<file path="src/rtl/i2s_pkg.sv">
// Shared types and constants for the I2S receive controller.
// Holds the lock FSM states, channel/justify codes and counter sizing.
package i2s_pkg;

  typedef enum logic [1:0] {
    IDLE,
    HUNT,
    CHECK,
    LOCKED
  } i2s_state_t;

  localparam logic CH_LEFT  = 1'b0;
  localparam logic CH_RIGHT = 1'b1;

  localparam logic JUST_I2S  = 1'b0;
  localparam logic JUST_LEFT = 1'b1;

  // Bit counter holds 0..64; 64 with no ws edge is a forced restart.
  localparam int              CNT_W   = 7;
  localparam logic [CNT_W-1:0] CNT_MAX = 7'd64;

  localparam int GCNT_W = 5;

endpackage

</file>
<file path="src/rtl/i2s_slot_timer.sv">
// Slot timing for the I2S receiver: ws edge detect, bit counter,
// capture-window strobe and registered slot-good/slot-bad pulses.
// Ports: i_clk/i_rst clock and sync reset; i_ws word select;
//   i_just effective justify mode; o_start slot starts this edge;
//   o_cap sd bit belongs to the slot being captured; o_edge_q,
//   o_good_q, o_bad_q, o_ch_q registered edge/slot-end results.
module i2s_slot_timer
  import i2s_pkg::*;
#(
  parameter int SAMPLE_W = 24,
  parameter int SLOT_W   = 32
) (
  input  logic i_clk,
  input  logic i_rst,
  input  logic i_ws,
  input  logic i_just,
  output logic o_start,
  output logic o_cap,
  output logic o_edge_q,
  output logic o_good_q,
  output logic o_bad_q,
  output logic o_ch_q
);

  localparam logic [CNT_W-1:0] SAMP = CNT_W'(SAMPLE_W);
  localparam logic [CNT_W-1:0] SLOT = CNT_W'(SLOT_W);

  logic             r_ws_q;
  logic             r_ws_vld;
  logic             r_active;
  logic [CNT_W-1:0] r_cnt;
  logic             r_edge;
  logic             r_good;
  logic             r_bad;
  logic             r_ch;

  logic w_edge;
  logic w_ovf;
  logic w_start;
  logic w_good;
  logic w_bad;
  logic w_win;

  always_comb begin
    w_edge  = r_ws_vld && (i_ws != r_ws_q);
    w_ovf   = r_active && !w_edge &&
              (r_cnt == CNT_MAX);
    w_start = w_edge || w_ovf;
    w_good  = w_edge && r_active &&
              (r_cnt == SLOT);
    w_bad   = r_active && w_start && !w_good;
    // r_cnt still describes the slot in progress, so an I2S LSB
    // landing on the closing edge is kept with its own slot.
    if (i_just == JUST_LEFT) begin
      w_win = (r_cnt != '0) && (r_cnt < SAMP);
    end else begin
      w_win = (r_cnt != '0) && (r_cnt <= SAMP);
    end
  end

  assign o_start  = w_start;
  assign o_cap    = r_active && w_win;
  assign o_edge_q = r_edge;
  assign o_good_q = r_good;
  assign o_bad_q  = r_bad;
  assign o_ch_q   = r_ch;

  always_ff @(posedge i_clk) begin
    if (i_rst) begin
      r_ws_q   <= 1'b0;
      r_ws_vld <= 1'b0;
      r_active <= 1'b0;
      r_cnt    <= '0;
      r_edge   <= 1'b0;
      r_good   <= 1'b0;
      r_bad    <= 1'b0;
      r_ch     <= 1'b0;
    end else begin
      r_ws_q   <= i_ws;
      r_ws_vld <= 1'b1;
      if (w_start) begin
        r_active <= 1'b1;
        r_cnt    <= CNT_W'(1);
      end else if (r_active) begin
        r_cnt <= r_cnt + CNT_W'(1);
      end
      r_edge <= w_edge;
      r_good <= w_good;
      r_bad  <= w_bad;
      r_ch   <= r_ws_q;
    end
  end

endmodule

</file>
<file path="src/rtl/i2s_rx_ctrl.sv">
// I2S receive controller: lock FSM, sample shift register and a
// valid/ready holding register for completed left/right pairs.
// Ports: sck/rst clock and sync reset; ws, sd I2S pins; enable,
//   justify mode controls; out_left/out_right/out_valid/out_ready
//   pair handshake; locked, frame_err, overflow status.
module i2s_rx_ctrl
  import i2s_pkg::*;
#(
  parameter int SAMPLE_W    = 24,
  parameter int SLOT_W      = 32,
  parameter int LOCK_FRAMES = 2
) (
  input  logic                sck,
  input  logic                rst,
  input  logic                ws,
  input  logic                sd,
  input  logic                enable,
  input  logic                justify,
  output logic [SAMPLE_W-1:0] out_left,
  output logic [SAMPLE_W-1:0] out_right,
  output logic                out_valid,
  input  logic                out_ready,
  output logic                locked,
  output logic                frame_err,
  output logic                overflow
);

  localparam logic [GCNT_W-1:0] GOOD_N =
    GCNT_W'(2 * LOCK_FRAMES);

  i2s_state_t r_state;
  i2s_state_t w_state_nxt;

  logic [GCNT_W-1:0]  r_good_cnt;
  logic               r_just;
  logic [SAMPLE_W-1:0] r_shift;
  logic [SAMPLE_W-1:0] r_slot_data;
  logic [SAMPLE_W-1:0] r_left_hold;
  logic               r_have_left;
  logic [SAMPLE_W-1:0] r_out_l;
  logic [SAMPLE_W-1:0] r_out_r;
  logic               r_valid;
  logic               r_ferr;
  logic               r_ovf;

  logic w_start;
  logic w_cap;
  logic w_edge_q;
  logic w_good_q;
  logic w_bad_q;
  logic w_ch_q;

  logic w_just;
  logic w_locked;
  logic w_in_lock;
  logic w_ferr_d;
  logic w_cnt_inc;
  logic w_cnt_hold;
  logic w_pair;

  logic [SAMPLE_W:0]   w_shift_ext;
  logic [SAMPLE_W-1:0] w_shift_nxt;
  logic [SAMPLE_W-1:0] w_first;

  i2s_slot_timer #(
    .SAMPLE_W (SAMPLE_W),
    .SLOT_W   (SLOT_W)
  ) u_timer (
    .i_clk    (sck),
    .i_rst    (rst),
    .i_ws     (ws),
    .i_just   (w_just),
    .o_start  (w_start),
    .o_cap    (w_cap),
    .o_edge_q (w_edge_q),
    .o_good_q (w_good_q),
    .o_bad_q  (w_bad_q),
    .o_ch_q   (w_ch_q)
  );

  always_ff @(posedge sck) begin
    if (rst) begin
      r_state <= IDLE;
    end else begin
      r_state <= w_state_nxt;
    end
  end

  always_comb begin
    w_state_nxt = r_state;
    if (!enable) begin
      w_state_nxt = IDLE;
    end else begin
      unique case (r_state)
        IDLE: w_state_nxt = HUNT;
        HUNT: begin
          if (w_edge_q) w_state_nxt = CHECK;
        end
        CHECK: begin
          if (w_good_q &&
              (r_good_cnt + GCNT_W'(1) == GOOD_N))
            w_state_nxt = LOCKED;
        end
        LOCKED: begin
          if (w_bad_q) w_state_nxt = CHECK;
        end
        default: w_state_nxt = IDLE;
      endcase
    end
  end

  always_comb begin
    w_just     = r_just;
    w_locked   = 1'b0;
    w_in_lock  = 1'b0;
    w_ferr_d   = 1'b0;
    w_cnt_inc  = 1'b0;
    w_cnt_hold = 1'b0;
    unique case (r_state)
      IDLE, HUNT: w_just = justify;
      CHECK: begin
        w_cnt_inc  = enable && w_good_q;
        w_cnt_hold = enable && !w_bad_q;
        w_ferr_d   = enable && w_bad_q;
      end
      LOCKED: begin
        w_locked  = 1'b1;
        w_in_lock = enable;
        w_ferr_d  = enable && w_bad_q;
      end
      default: w_just = r_just;
    endcase
  end

  always_comb begin
    w_shift_ext = {r_shift, sd};
    w_shift_nxt = w_cap ? w_shift_ext[SAMPLE_W-1:0]
                        : r_shift;
    // Left-justified data carries its MSB on the ws edge itself.
    w_first     = '0;
    w_first[0]  = (w_just == JUST_LEFT) ? sd : 1'b0;
    w_pair      = w_in_lock && w_good_q &&
                  (w_ch_q == CH_RIGHT) && r_have_left;
  end

  always_ff @(posedge sck) begin
    if (rst) begin
      r_good_cnt  <= '0;
      r_just      <= JUST_I2S;
      r_shift     <= '0;
      r_slot_data <= '0;
      r_left_hold <= '0;
      r_have_left <= 1'b0;
      r_out_l     <= '0;
      r_out_r     <= '0;
      r_valid     <= 1'b0;
      r_ferr      <= 1'b0;
      r_ovf       <= 1'b0;
    end else begin
      if (r_state == IDLE || r_state == HUNT)
        r_just <= justify;

      if (w_cnt_inc) begin
        r_good_cnt <= r_good_cnt + GCNT_W'(1);
      end else if (!w_cnt_hold) begin
        r_good_cnt <= '0;
      end

      if (w_start) begin
        r_slot_data <= w_shift_nxt;
        r_shift     <= w_first;
      end else begin
        r_shift <= w_shift_nxt;
      end

      // A left sample is only usable if the very next slot is a
      // good right; anything else drops it.
      if (w_in_lock && w_good_q && (w_ch_q == CH_LEFT)) begin
        r_left_hold <= r_slot_data;
        r_have_left <= 1'b1;
      end else if (!w_in_lock || w_good_q || w_bad_q) begin
        r_have_left <= 1'b0;
      end

      r_ovf  <= w_pair && r_valid && !out_ready;
      r_ferr <= w_ferr_d;

      if (w_pair && (!r_valid || out_ready)) begin
        r_out_l <= r_left_hold;
        r_out_r <= r_slot_data;
        r_valid <= 1'b1;
      end else if (r_valid && out_ready) begin
        r_valid <= 1'b0;
      end
    end
  end

  assign out_left  = r_out_l;
  assign out_right = r_out_r;
  assign out_valid = r_valid;
  assign locked    = w_locked;
  assign frame_err = r_ferr;
  assign overflow  = r_ovf;

endmodule

</file>
<file path="config.mk">
export PLATFORM = sky130hd
export DESIGN_NAME = i2s_rx_ctrl
export DESIGN_NICKNAME = d
export VERILOG_FILES = /design/src/rtl/i2s_pkg.sv /design/src/rtl/i2s_slot_timer.sv /design/src/rtl/i2s_rx_ctrl.sv
export SDC_FILE = /design/constraint.sdc
export NUM_CORES = 1
export LEC_CHECK = 0
export ABC_AREA = 1
export CELL_PAD_IN_SITES_DETAIL_PLACEMENT = 0
export CELL_PAD_IN_SITES_GLOBAL_PLACEMENT = 1
export CORE_MARGIN = 2
export CORE_UTILIZATION = 39
export CTS_CLUSTER_DIAMETER = 100
export CTS_CLUSTER_SIZE = 14
export DETAILED_ROUTE_END_ITERATION = 8
export GPL_ROUTABILITY_DRIVEN = 0
export PLACE_DENSITY = 0.74
export SLEW_MARGIN = 20
export SYNTH_ARGS = -nofsm -noshare
export SYNTH_HDL_FRONTEND = slang
export SYNTH_SLANG_ARGS = --single-unit
</file>
<file path="constraint.sdc">
create_clock -name sck -period 3.9 [get_ports sck]
set_input_delay 0.78 -clock sck [delete_from_list [all_inputs] [get_ports sck]]
set_output_delay 0.78 -clock sck [all_outputs]
set_load 0.05 [all_outputs]
</file>
==> results of run 1 <==
-- per-layer routing --
layer,routed length [um],up-vias,share of wire [%]
met3,360,20,3.0
li1,-,2400,-
met4,265,0,2.2
met2,5310,68,44
met5,0,-,0
met1,6100,2049,51
-- per-stage QoR --
step	hold WS [ns]	total power [W]	utilization (%)	area, um2
finish	0.437	0.00344	48.4	6950
global route	0.465	0.00356	48.4	6950
CTS	0.437	0.00348	48.4	6950
detailed placement	0.429	0.00171	43.9	6310
global placement	0.429	0.00171	43.9	6310
floorplan	0.417	0.00168	-	5690
-- worst reg2reg max path: cells and delay by family (launching register included) --
| kind | cells | cell delay [ns] |
|---|---|---|
| simple gates | 7 | 1.02 |
| buf+inv | 3 | 0.45 |
| flops | 1 | 0.39 |
| fa+ha+maj | 1 | 0.20 |
-- sequential cells by signal, indices dropped and copies added (netlist names) --
register and cells:
u_timer.o_edge_q 1, u_timer.r_active 1, frame_err 1, r_have_left 1, r_state 2, u_timer.o_bad_q 1, u_timer.o_good_q 1, overflow 1
out_right 24, u_timer.r_cnt 7, out_valid 1, r_good_cnt 5, r_slot_data 24, out_left 24, u_timer.o_ch_q 1, r_shift 24
u_timer.r_ws_vld 1, u_timer.r_ws_q 1, r_left_hold 24, r_just 1
-- worst paths after layout --
| check | start | to | slack (ns) | depth (start not counted) |
|---|---|---|---|---|
| worst min register to register | u_timer.r_ws_q$_SDFF_PP0_ | u_timer.o_ch_q$_SDFF_PP0_ | 0.44 | 2 |
| worst max-delay path | r_state[1]$_SDFFE_PP0P_ | locked | 1.31 | 3 |
| worst min-delay path | u_timer.r_ws_q$_SDFF_PP0_ | u_timer.o_ch_q$_SDFF_PP0_ | 0.44 | 2 |
| worst max register to register | u_timer.r_cnt[0]$_SDFFE_PP0P_ | r_slot_data[1]$_SDFFE_PP0P_ | 1.81 | 11 |
-- cell families (layout without fill, tap and decap cells) --
group / Yosys count / count (layout)
and+or+nand+nor: 294 / 294
AOI/OAI and AO/OA: 138 / 138
buffers and inverters: 141 / 197
adders and majority gates: 4 / 4
DFF: 146 / 146
xor gates and xnor gates: 7 / 7
-- cell usage in the layout, fill, tap and decap left out, types with 3 or more instances in the layout --
cell	netlist	final
clkbuf_16	0	17
dfxtp_1	146	146
o21ai_1	13	13
nor2_2	5	5
xor2_1	5	5
bufinv_16	0	5
clkinv_2	0	3
inv_1	93	93
ha_1	4	4
nor2_1	80	80
nand2_1	126	126
a21oi_1	62	62
nand3_1	57	57
clkdlybuf4s50_1	0	58
nor2_4	8	8
o21ai_0	62	62
nor3_1	6	6
buf_4	1	4
inv_2	10	10
-- power by group --
group / switching, W / internal (W)
registers: 0.0000153 / 0.00152
logic: 0.000103 / 0.0000436
clock network: 0.000599 / 0.00116
-- layout make-up --
type	count	area, um2	area share (%)
Tap cell	184	230	3.31
Inverter	103	387	5.56
Timing Repair Buffer	63	631	9.07
Sequential cell	146	2920	42.0
Multi-Input combinational cell	443	2140	30.8
Clock buffer	21	460	6.62
Clock inverter	10	181	2.61
==> run metrics, run 1 <==
Synth async-reset ratio=0%; area share of xor/xnor cells in the synthesized design=1.08%; Synth Warn #=0; CTS root buf=clkbuf_16; Post-Synth Simple-Gate Area=23.3%; Die Span X=125 um; IO Count=59; H-tree Lvls=4; GRT met2 Usage=between 20 and 30%; Hold Buf Count CTS=0; sequential share of the synthesized area=51.4%; postcts setup bufs=0; Synth Flop Type=dfxtp_1; main combinational cell family by area after synthesis=simple AND/OR/NAND/NOR gates; Post-CTS Resized=0; Clock transition at path regs=0.06 ns; number of DRC markers in iteration 0=between 200 and 300; final setup vio count=0; WL/cell=between 10 and 15 um; compound-cell area share of the yosys netlist=approximately an eighth; Starting Density=approximately two fifths; initial antenna violation count=0; count of maximum capacitance violations=0; post-synth cell types=30; Pwr Density=between 400 and 500 nW/um2; first-pass GRT wire length=20600 um; count leader, synth=dfxtp_1; Total Routed Length=12000 um; DRC viols=0; Pleak=2.88 nW; leading area contributor after synthesis=dfxtp_1; gr usage total=between 15 and 20%; post-layout min period=2.59 ns; Yosys top cell area share=51.4%; vias per cell=4.68; worst relative slew slack=51.0%; TNS Setup=0 ns; Num CTS Buffers=17; layout cells sized above 1=8.40%; Arr. time, crit path=1.81 ns; status=finished, final reports clean; busiest grt layer=met2; Vert. Die Dim=125 um; Critical Path Fanout Max=3; Post-Place Worst Slack=1.03 ns; Worst-Skew Late Latency=approximately 0.42 ns; fin cells=970; Die ar.=15600 um2; I/O Buffers=58; drt first pass iters=5; largest net degree at the start of global routing=75; number of synthesized flops with an enable pin=0; GR Overflow Total=0; kind of critical path=reg2out; syn nets=about 740; Final ANT Viol Nets=0; pins over their slew limit=0; worst setup margin=1.31 ns; worst path bufs/invs=2; placed insts=939; CP required=3.12 ns; TritonCTS clock tree=built; highest clock rate=386 MHz; Sink Count=146; Final Hold Fails=0; filler cell count=about 1400; DR vias=4537; Seq cells post-synth=146; critical path startpoint category=flip-flop; met1 global-route usage=21.4%; mean post-synth cell area=7.79 um2; Post-Synthesis Cells=730; peak supply drop=about 0.31 mV; Hold WC Path Type=reg2reg; synthesis-to-layout area growth=22.2%; cell area after synthesis=5690 um2; diode count=0; CP Capture Type=output pin; worst slew pin tran=0.734 ns; Synth top cells by count=dfxtp_1, nand2_1, inv_1; worst-path cell with the longest stage delay=clkdlybuf4s50_1; met3 Use GR=3.99%; row count=44; clk buf depth=2; total core area=14400 um2; delay-heaviest family, CP=buffers and inverters; RSZ-0062 raised after global routing=no; multiplexer area fraction after synthesis=0%; Final Cycle Share=66.4%; nets=approximately 790; Area contributors post-synth=dfxtp_1, nand2_1, inv_1, a21oi_1, o21ai_0; crit-path cells=nand2_1, inv_1, clkdlybuf4s50_1; max incr delay on CP=0.80 ns; Post-Synth Adder-Cell Area=0.880%; vias in the first global route=4347; skew final=0.00455 ns; Final HPWL DP=7830 um
Power figures use the tool's default switching activity.
==> run 2: changes to the inputs <==
Clock period 3.9 ns to 2.4 ns, I/O delays scaled along.
==> run 2 against run 1 <==
Against the previous run:
- clock skew rose by 0.0015 ns
- worst setup slack got worse by 1.2 ns
- design area barely moved
- non-clock buffer count rose by 5
- hold slack improved by 0.0042 ns
- cell count rose by 0.52%
- die area did not move
- flip-flop and latch count did not move
- sequential power rose by 63%
- highest routed layer unchanged
==> run metrics, run 2 (synthesized netlist as in run 1, its figures left out) <==
status=finished, final reports clean; GRT met2 Usage=23.0% (-2.6 points); busiest grt layer=met2; Sink Count=146 (unchanged); H-tree Lvls=4 (unchanged); kind of critical path=reg2out; DRC viols=0 (unchanged); final setup vio count=0 (unchanged); Total Routed Length=11700 um (-2.5%); layout cells sized above 1=8.60% (+0.20 points); IO Count=59 (unchanged); Critical Path Stages=3 (unchanged); pins over their slew limit=0 (unchanged); Arr. time, crit path=1.80 ns (about the same); Hold Buf Count CTS=0 (unchanged); number of DRC markers in iteration 0=395 (+33%); R2R depth=11 (unchanged); CTS root buf=clkbuf_16; vias in the first global route=4097 (-5.8%); clk buf depth=2 (unchanged); worst path bufs/invs=2 (unchanged); CP required=1.92 ns (-1.20 ns); Post-Layout Inst Area=6950 um2 (about the same); I/O Buffers=58 (unchanged); Final HPWL DP=7780 um (-0.71%); CP Launch Point=r_state[1]$_SDFFE_PP0P_; commonest non-fill, non-tap cell in the layout=dfxtp_1; Final Hold Fails=0 (unchanged); diode count=0 (unchanged); skew final=0.00604 ns (+0.00149 ns); max incr delay on CP=0.80 ns (about the same); TNS Setup=0 ns (unchanged); filler cell count=1404 (+0.36%); count of maximum capacitance violations=0 (unchanged); GR Overflow Total=0 (unchanged); worst-path cell with the longest stage delay=clkdlybuf4s50_1; row count=44 (unchanged); Pleak=2.88 nW (+0.18%); Num CTS Buffers=17 (unchanged); highest clock rate=roughly 440 MHz; Worst-Skew Late Latency=0.42 ns (about the same); Post-DP Area=6410 um2 (+1.6%); WL/cell=12.0 um (-3.0%); gr usage total=15.4% (-0.99 points); post-layout min period=2.28 ns; worst relative slew slack=65.1% (+14 points); vias per cell=4.65 (-0.53%); first-pass GRT wire length=19500 um (-5.2%); synthesis-to-layout area growth=22.2% (about the same); initial antenna violation count=0 (unchanged); Starting Density=39.6% (unchanged); Final Cycle Share=95.0%; Worst Setup EP=locked; Final ANT Viol Nets=0 (unchanged); Hold WC Path Type=reg2reg; peak supply drop=0.527 mV (+70%); critical path startpoint category=flip-flop; Die Span X=125 um (unchanged); CP Capture Type=output pin; PnR Total Power=0.00517 W (+50%); fin cells=975 (+0.52%); met1 global-route usage=21.0% (-0.39 points); Critical Path Fanout Max=3 (unchanged); nets=790 (+0.64%); Clock transition at path regs=0.06 ns (about the same); largest net degree at the start of global routing=97 (+29%); Post-CTS Resized=0 (unchanged); FF-to-FF setup slack=0.51 ns (-1.30 ns); Die ar.=15600 um2 (unchanged); crit-path cells=nand2_1, inv_1, clkdlybuf4s50_1; total core area=14400 um2 (unchanged); RSZ-0062 raised after global routing=no; TritonCTS clock tree=built; DR vias=4536 (-0.022%); highest-count cells in the layout ignoring fill and taps=dfxtp_1, nand2_1, inv_1, nor2_1; reg-to-reg startpoint=u_timer.r_cnt[1]$_SDFFE_PP0P_; postcts setup bufs=0 (unchanged); placed insts=944 (+0.53%); delay-heaviest family, CP=buffers and inverters; FF-to-FF End=r_slot_data[1]$_SDFFE_PP0P_; met3 Use GR=3.99% (unchanged); drt first pass iters=4 (-1); worst slew pin tran=0.521 ns (-0.213 ns); Pwr Density=744 nW/um2 (+50%); Vert. Die Dim=125 um (unchanged)
==> run 2: cell types whose count changed in the layout (fill, tap and decap cells not counted), sizes merged <==
| cell | before | now |
|---|---|---|
| clkbuf | 21 | 25 |
| clkinvlp | 1 | 0 |
| clkinv | 4 | 5 |
| bufinv | 5 | 1 |
| buf | 5 | 10 |
==> run 2: stage by stage <==
stage / setup slack [ns] / util [%] / hold WS [ns]
2_1_floorplan: 0.909 / - / 0.417
3_5_place_dp: 0.298 / 44.6 / 0.435
4_1_cts: 0.0937 / 48.4 / 0.443
6_report: 0.121 / 48.4 / 0.441
5_1_grt: 0.0603 / 48.4 / 0.458
3_3_place_gp: 0.345 / 44.6 / 0.434
==> run 2: worst register-to-register path, delay by kind of cell, from the launching register on <==
kind | cells | cell delay [ns]
buffers and inverters | 3 | 0.23
adder cells (fa/ha/maj) | 1 | 0.17
AND/OR/NAND/NOR | 7 | 1.06
flip-flops | 1 | 0.31
==> run 2: worst min path at each step <==
stage / from / endpoint / slack [ns] / cells past startpoint
after detailed placement: out_left[17]$_SDFFE_PP0P_ / out_left[17]$_SDFFE_PP0P_ / 0.43 / 2
after CTS: out_left[17]$_SDFFE_PP0P_ / out_left[17]$_SDFFE_PP0P_ / 0.44 / 2
after floorplan: u_timer.r_ws_q$_SDFF_PP0_ / u_timer.o_ch_q$_SDFF_PP0_ / 0.42 / 2
final: out_left[17]$_SDFFE_PP0P_ / out_left[17]$_SDFFE_PP0P_ / 0.44 / 2
after global placement: out_left[4]$_SDFFE_PP0P_ / out_left[4]$_SDFFE_PP0P_ / 0.43 / 2
after global routing: out_left[17]$_SDFFE_PP0P_ / out_left[17]$_SDFFE_PP0P_ / 0.46 / 2
==> run 2: layout make-up <==
cell class	instances	area, um2	area share, %
Clock buffer	25	485	6.98
Clock inverter	6	55.1	0.792
Inverter	103	387	5.56
Multi-Input combinational cell	443	2140	30.8
Sequential cell	146	2920	42.1
Tap cell	184	230	3.31
Timing Repair Buffer	68	731	10.5
==> run 2: metal layers <==
layer  share of wire, %  vias up  wire length, um
met5                  0        -                0
met4                1.9        0              225
met3                3.7       18              433
met2                 44       69             5190
met1                 50     2062             5880
li1                   -     2387                -
==> run 2: report_power, final <==
group / leakage [nW] / switching (W) / internal, W / total [W]
registers: 1.18 / 0.0000260 / 0.00246 / 0.00249
logic: 1.43 / 0.000170 / 0.0000899 / 0.000260
clock network: 0.271 / 0.000930 / 0.00149 / 0.00242
total: 2.88 / 0.00113 / 0.00405 / 0.00517
